`config.mk`:
```
export PLATFORM = sky130hd
export DESIGN_NAME = lsu_master
export DESIGN_NICKNAME = d
export VERILOG_FILES = /design/src/rtl/lsu_master.sv
export SDC_FILE = /design/constraint.sdc
export NUM_CORES = 1
export LEC_CHECK = 0
export CORE_MARGIN = 2
export CORE_UTILIZATION = 40
export DETAILED_ROUTE_END_ITERATION = 6
export PLACE_DENSITY = 0.69
export SKIP_CTS_REPAIR_TIMING = 1
export SLEW_MARGIN = 20
export SYNTH_ARGS = -nofsm -noshare
export SYNTH_HDL_FRONTEND = slang
export SYNTH_SLANG_ARGS = --single-unit
```
`constraint.sdc`:
```
create_clock -name CLK -period 2.81 [get_ports CLK]
set_input_delay 0.562 -clock CLK [delete_from_list [all_inputs] [get_ports CLK]]
set_output_delay 0.562 -clock CLK [all_outputs]
set_load 0.02 [all_outputs]
```
`src/rtl/lsu_master.sv`:
```
// Load/store unit master: turns one CPU load/store request into word-wide memory
// accesses. Sub-word stores use a read-modify-write pair. Misaligned accesses and
// memory-ack timeouts are reported through exc together with the done pulse.
module lsu_master #(
  parameter int unsigned TIMEOUT = 255,
  parameter int unsigned ADDR_W  = 32
) (
  input  logic              CLK,
  input  logic              Reset,
  input  logic              req,
  input  logic [2:0]        op,
  input  logic [ADDR_W-1:0] addr,
  input  logic [31:0]       wdata,
  output logic              busy,
  output logic              done,
  output logic [31:0]       rdata,
  output logic [1:0]        exc,
  output logic              mem_req,
  output logic              mem_we,
  output logic [ADDR_W-1:0] mem_addr,
  output logic [31:0]       mem_wdata,
  input  logic [31:0]       mem_rdata,
  input  logic              mem_ack
);

  typedef enum logic [1:0] {StIdle, StRd, StWr, StDone} state_e;

  localparam logic [2:0] OpLw  = 3'b000;
  localparam logic [2:0] OpLh  = 3'b001;
  localparam logic [2:0] OpLhu = 3'b010;
  localparam logic [2:0] OpLb  = 3'b011;
  localparam logic [2:0] OpLbu = 3'b100;
  localparam logic [2:0] OpSw  = 3'b101;
  localparam logic [2:0] OpSh  = 3'b110;
  localparam logic [2:0] OpSb  = 3'b111;

  localparam logic [1:0] ExcNone  = 2'b00;
  localparam logic [1:0] ExcAlign = 2'b01;
  localparam logic [1:0] ExcTmo   = 2'b10;

  // Counter value on the last unacknowledged cycle before giving up.
  localparam logic [15:0] TmoLast = 16'(TIMEOUT - 1);

  state_e              state_q, state_d;
  logic [2:0]          op_q, op_d;
  logic [1:0]          addr_lo_q, addr_lo_d;
  logic [15:0]         wd_q, wd_d;
  logic [15:0]         cnt_q, cnt_d;
  logic                busy_q, busy_d;
  logic                done_q, done_d;
  logic [31:0]         rdata_q, rdata_d;
  logic [1:0]          exc_q, exc_d;
  logic                mem_req_q, mem_req_d;
  logic                mem_we_q, mem_we_d;
  logic [ADDR_W-1:0]   mem_addr_q, mem_addr_d;
  logic [31:0]         mem_wdata_q, mem_wdata_d;

  logic                misaligned;
  logic [7:0]          lane_b;
  logic [15:0]         lane_h;
  logic [31:0]         load_val;
  logic [31:0]         merged;

  // Lane selection, load extension and store merge from the latched access.
  always_comb begin
    lane_h = addr_lo_q[1] ? mem_rdata[31:16] : mem_rdata[15:0];
    unique case (addr_lo_q)
      2'd0:    lane_b = mem_rdata[7:0];
      2'd1:    lane_b = mem_rdata[15:8];
      2'd2:    lane_b = mem_rdata[23:16];
      default: lane_b = mem_rdata[31:24];
    endcase
    case (op_q)
      OpLh:    load_val = {{16{lane_h[15]}}, lane_h};
      OpLhu:   load_val = {16'h0000, lane_h};
      OpLb:    load_val = {{24{lane_b[7]}}, lane_b};
      OpLbu:   load_val = {24'h000000, lane_b};
      default: load_val = mem_rdata;
    endcase
    merged = mem_rdata;
    if (op_q == OpSh) begin
      if (addr_lo_q[1]) merged[31:16] = wd_q;
      else              merged[15:0]  = wd_q;
    end else begin
      unique case (addr_lo_q)
        2'd0:    merged[7:0]   = wd_q[7:0];
        2'd1:    merged[15:8]  = wd_q[7:0];
        2'd2:    merged[23:16] = wd_q[7:0];
        default: merged[31:24] = wd_q[7:0];
      endcase
    end
  end

  // Alignment check on the incoming request.
  always_comb begin
    case (op)
      OpLw, OpSw:        misaligned = (addr[1:0] != 2'b00);
      OpLh, OpLhu, OpSh: misaligned = addr[0];
      default:           misaligned = 1'b0;
    endcase
  end

  // Next-state logic for the FSM and every registered output.
  always_comb begin
    state_d     = state_q;
    op_d        = op_q;
    addr_lo_d   = addr_lo_q;
    wd_d        = wd_q;
    cnt_d       = cnt_q;
    rdata_d     = rdata_q;
    exc_d       = exc_q;
    mem_req_d   = mem_req_q;
    mem_we_d    = mem_we_q;
    mem_addr_d  = mem_addr_q;
    mem_wdata_d = mem_wdata_q;
    case (state_q)
      StIdle: begin
        if (req) begin
          op_d      = op;
          addr_lo_d = addr[1:0];
          wd_d      = wdata[15:0];
          if (misaligned) begin
            state_d = StDone;
            exc_d   = ExcAlign;
          end else begin
            mem_addr_d = {addr[ADDR_W-1:2], 2'b00};
            cnt_d      = 16'd0;
            mem_req_d  = 1'b1;
            if (op == OpSw) begin
              state_d     = StWr;
              mem_we_d    = 1'b1;
              mem_wdata_d = wdata;
            end else begin
              state_d  = StRd;
              mem_we_d = 1'b0;
            end
          end
        end
      end
      StRd, StWr: begin
        if (mem_ack) begin
          if (state_q == StRd && (op_q == OpSh || op_q == OpSb)) begin
            // Read half of read-modify-write: keep mem_req up and turn it into a write.
            state_d     = StWr;
            mem_we_d    = 1'b1;
            mem_wdata_d = merged;
            cnt_d       = 16'd0;
          end else begin
            if (state_q == StRd) rdata_d = load_val;
            state_d   = StDone;
            exc_d     = ExcNone;
            mem_req_d = 1'b0;
            mem_we_d  = 1'b0;
          end
        end else if (cnt_q == TmoLast) begin
          state_d   = StDone;
          exc_d     = ExcTmo;
          mem_req_d = 1'b0;
          mem_we_d  = 1'b0;
        end else begin
          cnt_d = cnt_q + 16'd1;
        end
      end
      default: state_d = StIdle;
    endcase
    busy_d = (state_d != StIdle);
    done_d = (state_d == StDone);
  end

  // State and output registers with asynchronous active-low reset.
  always_ff @(posedge CLK or negedge Reset) begin
    if (!Reset) begin
      state_q     <= StIdle;
      op_q        <= 3'b000;
      addr_lo_q   <= 2'b00;
      wd_q        <= 16'h0000;
      cnt_q       <= 16'd0;
      busy_q      <= 1'b0;
      done_q      <= 1'b0;
      rdata_q     <= 32'h0;
      exc_q       <= 2'b00;
      mem_req_q   <= 1'b0;
      mem_we_q    <= 1'b0;
      mem_addr_q  <= '0;
      mem_wdata_q <= 32'h0;
    end else begin
      state_q     <= state_d;
      op_q        <= op_d;
      addr_lo_q   <= addr_lo_d;
      wd_q        <= wd_d;
      cnt_q       <= cnt_d;
      busy_q      <= busy_d;
      done_q      <= done_d;
      rdata_q     <= rdata_d;
      exc_q       <= exc_d;
      mem_req_q   <= mem_req_d;
      mem_we_q    <= mem_we_d;
      mem_addr_q  <= mem_addr_d;
      mem_wdata_q <= mem_wdata_d;
    end
  end

  assign busy      = busy_q;
  assign done      = done_q;
  assign rdata     = rdata_q;
  assign exc       = exc_q;
  assign mem_req   = mem_req_q;
  assign mem_we    = mem_we_q;
  assign mem_addr  = mem_addr_q;
  assign mem_wdata = mem_wdata_q;

endmodule

```
==> metrics <==
Most used DFF post-synth=dfrtp_1; ANT cells=0; synthesized cell area=7230 sq um; Finished Cell Area=10,300 sq um; DRT Pass-1 Iters=5; PnR worst setup slack=0.389 ns; YS warnings=0; Leak=4.35 nW; fmax=approximately 410 MHz; Die Span Y=138 microns; EDFF count, synth=0; clock buffer depth=2; Placer Congestion=0.901; min Tclk post-route=2.42 ns; Reg area=3480 sq um; max_cap viols=0; Die W=138 microns; Hold Path Class=in2async; register area share after synthesis=about half; Total GRT Usage=between 20% and 30%; crit-path max FO=14; worst path buffer plus inverter count=1; Cell Rows=49; CTS clk-pin slew, worst paths=roughly 0.060 ns; Worst Max-Slew Pin Slew=0.644 ns; Root Buffer=clkbuf_16; Die Area=19,200 sq um; dpl hpwl=16,100 microns; Hold Vio Cnt, Final=0; Fillers=1,563; Via density=5.55; vias in the first global route=~6,400; total negative setup slack=0 ns; Crit. End Element=flip-flop; first-pass GRT wire length=34,700 microns; CTS tree=yes; initial antenna violation count=0; Setup Skew=around 0.0078 ns; Crit path required time=3.11 ns; fin crit share=between 80% and 90%; synthesized instance count=724; share of layout cells above drive strength 1=14.2%; dpl cells=1,139; library cells used by synthesis=63; TritonCTS buffer count=17; Seq cells post-synth=139; top cells by area, synth=dfrtp_1, mux2_2, nor2_1; RSZ-0062 raised after global routing=no; 1st-iter DRT viols=488; CP Cell Sequence=buf_4 > xnor2_1 > nor3_2 > nor2b_1 > a221oi_1 > a21oi_1; synthesized area per cell=roughly 10 sq um; GR Overflow Total=0; Yosys top cell by area=dfrtp_1; Post-Route WL=21,700 microns; largest net degree at the start of global routing=69; WS Path Type=reg2reg; area of the multi-input gates=3490 sq um; dpl cell area=9630 sq um; VDD IR max=0.595 mV; Nets=about 1,000; Pwr Density=1280 nW/um^2; Final ANT Viol Nets=0; slowest CP cell=dfrtp_1; CP Launch Type=flip-flop; Via Count=6,497; status=finished, final reports clean; ys async rst share=100%; dpl ws=between 0.15 and 0.2 ns; initial core utilization=40.5%; final std cells w/o fill=1,171; # H-tree levels=4; Sink Count=139; Slew Viols, Final=0; Slew HR=a little under three fifths; worst skew pair latency=0.42 ns; Yosys top cell area share=between 40% and 50%; critical path's largest stage delay=0.67 ns; area growth from synthesis to layout=42.4%; Critical Path AT=2.72 ns; DR WL/cell=18.6 microns; top-level I/O count=205; setup violators final=0; Residual DRC=0; CP delay by family, top=simple AND/OR/NAND/NOR gates; core area=around 18,000 sq um; port bufs=202
==> where the power goes <==
group / switching, mW / internal [mW] / leakage (nW) / total, mW
logic: 3.85 / 3.17 / 2.36 / 7.02
clock network: 0.863 / 1.64 / 0.311 / 2.50
registers: 0.699 / 2.96 / 1.69 / 3.66
==> routing by layer <==
metal | vias up | routed length (microns) | track usage [%]
met4 | 0 | 587 | 9.45
met5 | - | 0 | 0
met3 | 48 | 1880 | 7.14
met1 | 3115 | 9090 | 30.0
met2 | 299 | 10200 | 35.4
li1 | 3035 | - | -
==> cell usage after synthesis, types with 5 or more instances <==
cell and number:
a21o_1 17, a21oi_1 55, nand3_1 14, mux2_2 47
a211oi_1 16, o21bai_1 5, o221ai_1 5, dfrtp_1 139
ha_1 6, o22a_1 7, o31ai_1 16, mux2i_1 19
clkbuf_1 33, nand2b_1 7, nand2_1 65, nor3_1 9
buf_2 6, nor2b_1 9, a221oi_1 15, mux4_2 8
and3_1 6, o21ai_0 43, inv_1 26, nor2_1 81
a31oi_1 6
==> final timing paths <==
path                                           start                   endpoint  slack (ns)  cells after the start
hold reg to reg            mem_wdata[16]$_DFFE_PN0P_  mem_wdata[16]$_DFFE_PN0P_        0.47                      1
hold / removal                                 Reset  mem_wdata[23]$_DFFE_PN0P_        0.15                      1
max in group asynchronous                      Reset         exc[1]$_DFFE_PN0P_        1.98                      2
setup / recovery                 op_q[1]$_DFFE_PN0P_       rdata[5]$_DFFE_PN0P_        0.39                      6
min in group CLK           mem_wdata[16]$_DFFE_PN0P_  mem_wdata[16]$_DFFE_PN0P_        0.47                      1
setup reg to reg                 op_q[1]$_DFFE_PN0P_       rdata[5]$_DFFE_PN0P_        0.39                      6
==> worst register-to-register path, delay by kind of cell, from the launching register on <==
kind,cells,cell delay [ns]
compound gates,2,0.55
xor+xnor,1,0.08
buf+inv,1,0.25
flops,1,0.67
simple gates,2,0.75
==> layout make-up <==
cell class              count  share of cell area, %
multi-input cells         513                   33.9
flip-flops and latches    139                   33.8
repair buffers            231                   22.1
clock buffers              21                   4.57
well taps                 229                   2.78
clock inverters            11                   1.85
inverters                  27                  0.985
==> flip-flops by register name (all words and copies together), names as in the netlist <==
register and cells:
wd_q 16, exc 2, mem_req 1, addr_lo_q 2
done 1, op_q 3, rdata 32, cnt_q 16
busy 1, mem_we 1, mem_wdata 32, state_q 2
mem_addr 30
==> layout by cell type (no fill, tap or decap), types with 3 or more instances in the layout <==
master | netlist | routed
dfrtp_1 | 139 | 139
o2bb2ai_1 | 3 | 3
nand2b_1 | 7 | 7
clkbuf_16 | 0 | 17
clkbuf_8 | 0 | 3
nor3_1 | 9 | 9
buf_12 | 0 | 3
o22a_1 | 7 | 7
a211o_1 | 3 | 3
o31ai_1 | 16 | 16
mux4_2 | 8 | 8
and3_1 | 6 | 6
o21ai_0 | 43 | 43
buf_4 | 3 | 26
a21oi_2 | 2 | 3
ha_1 | 6 | 5
inv_1 | 26 | 26
a31oi_1 | 6 | 5
a221oi_1 | 15 | 15
nand3_1 | 14 | 14
nor2b_1 | 9 | 9
clkinvlp_4 | 0 | 4
a211oi_1 | 16 | 16
mux2i_1 | 19 | 19
a21o_1 | 17 | 17
mux2_2 | 47 | 47
a21oi_1 | 55 | 54
o21bai_1 | 5 | 5
bufinv_16 | 0 | 5
nand4_1 | 3 | 3
nor2_1 | 81 | 81
clkdlybuf4s50_1 | 0 | 201
o21ba_2 | 3 | 3
o221ai_1 | 5 | 5
nand2_1 | 65 | 65
==> cells by family after synthesis <==
logic type,synth area share (%)
AO/OA/AOI/OAI,19.6
XOR/XNOR,0.121
adder cells (fa/ha/maj),1.32
buffers and inverters,4.15
flip-flops,48.1
multiplexers,12.6
other,0.0519
AND/OR/NAND/NOR,14.0
==> stage by stage <==
| stage | hold WS (ns) | utilization, % | power [mW] |
|---|---|---|---|
| finish | 0.147 | 57.7 | 13.2 |
| global route | 0.192 | 57.7 | 14.0 |
| CTS | 0.159 | 57.7 | 13.2 |
| detailed placement | 0.467 | 54.0 | 10.7 |
| global placement | 0.459 | 54.0 | 10.6 |
| floorplan | 0.266 | - | 7.82 |
No activity file was read; power rests on OpenSTA's default activity.
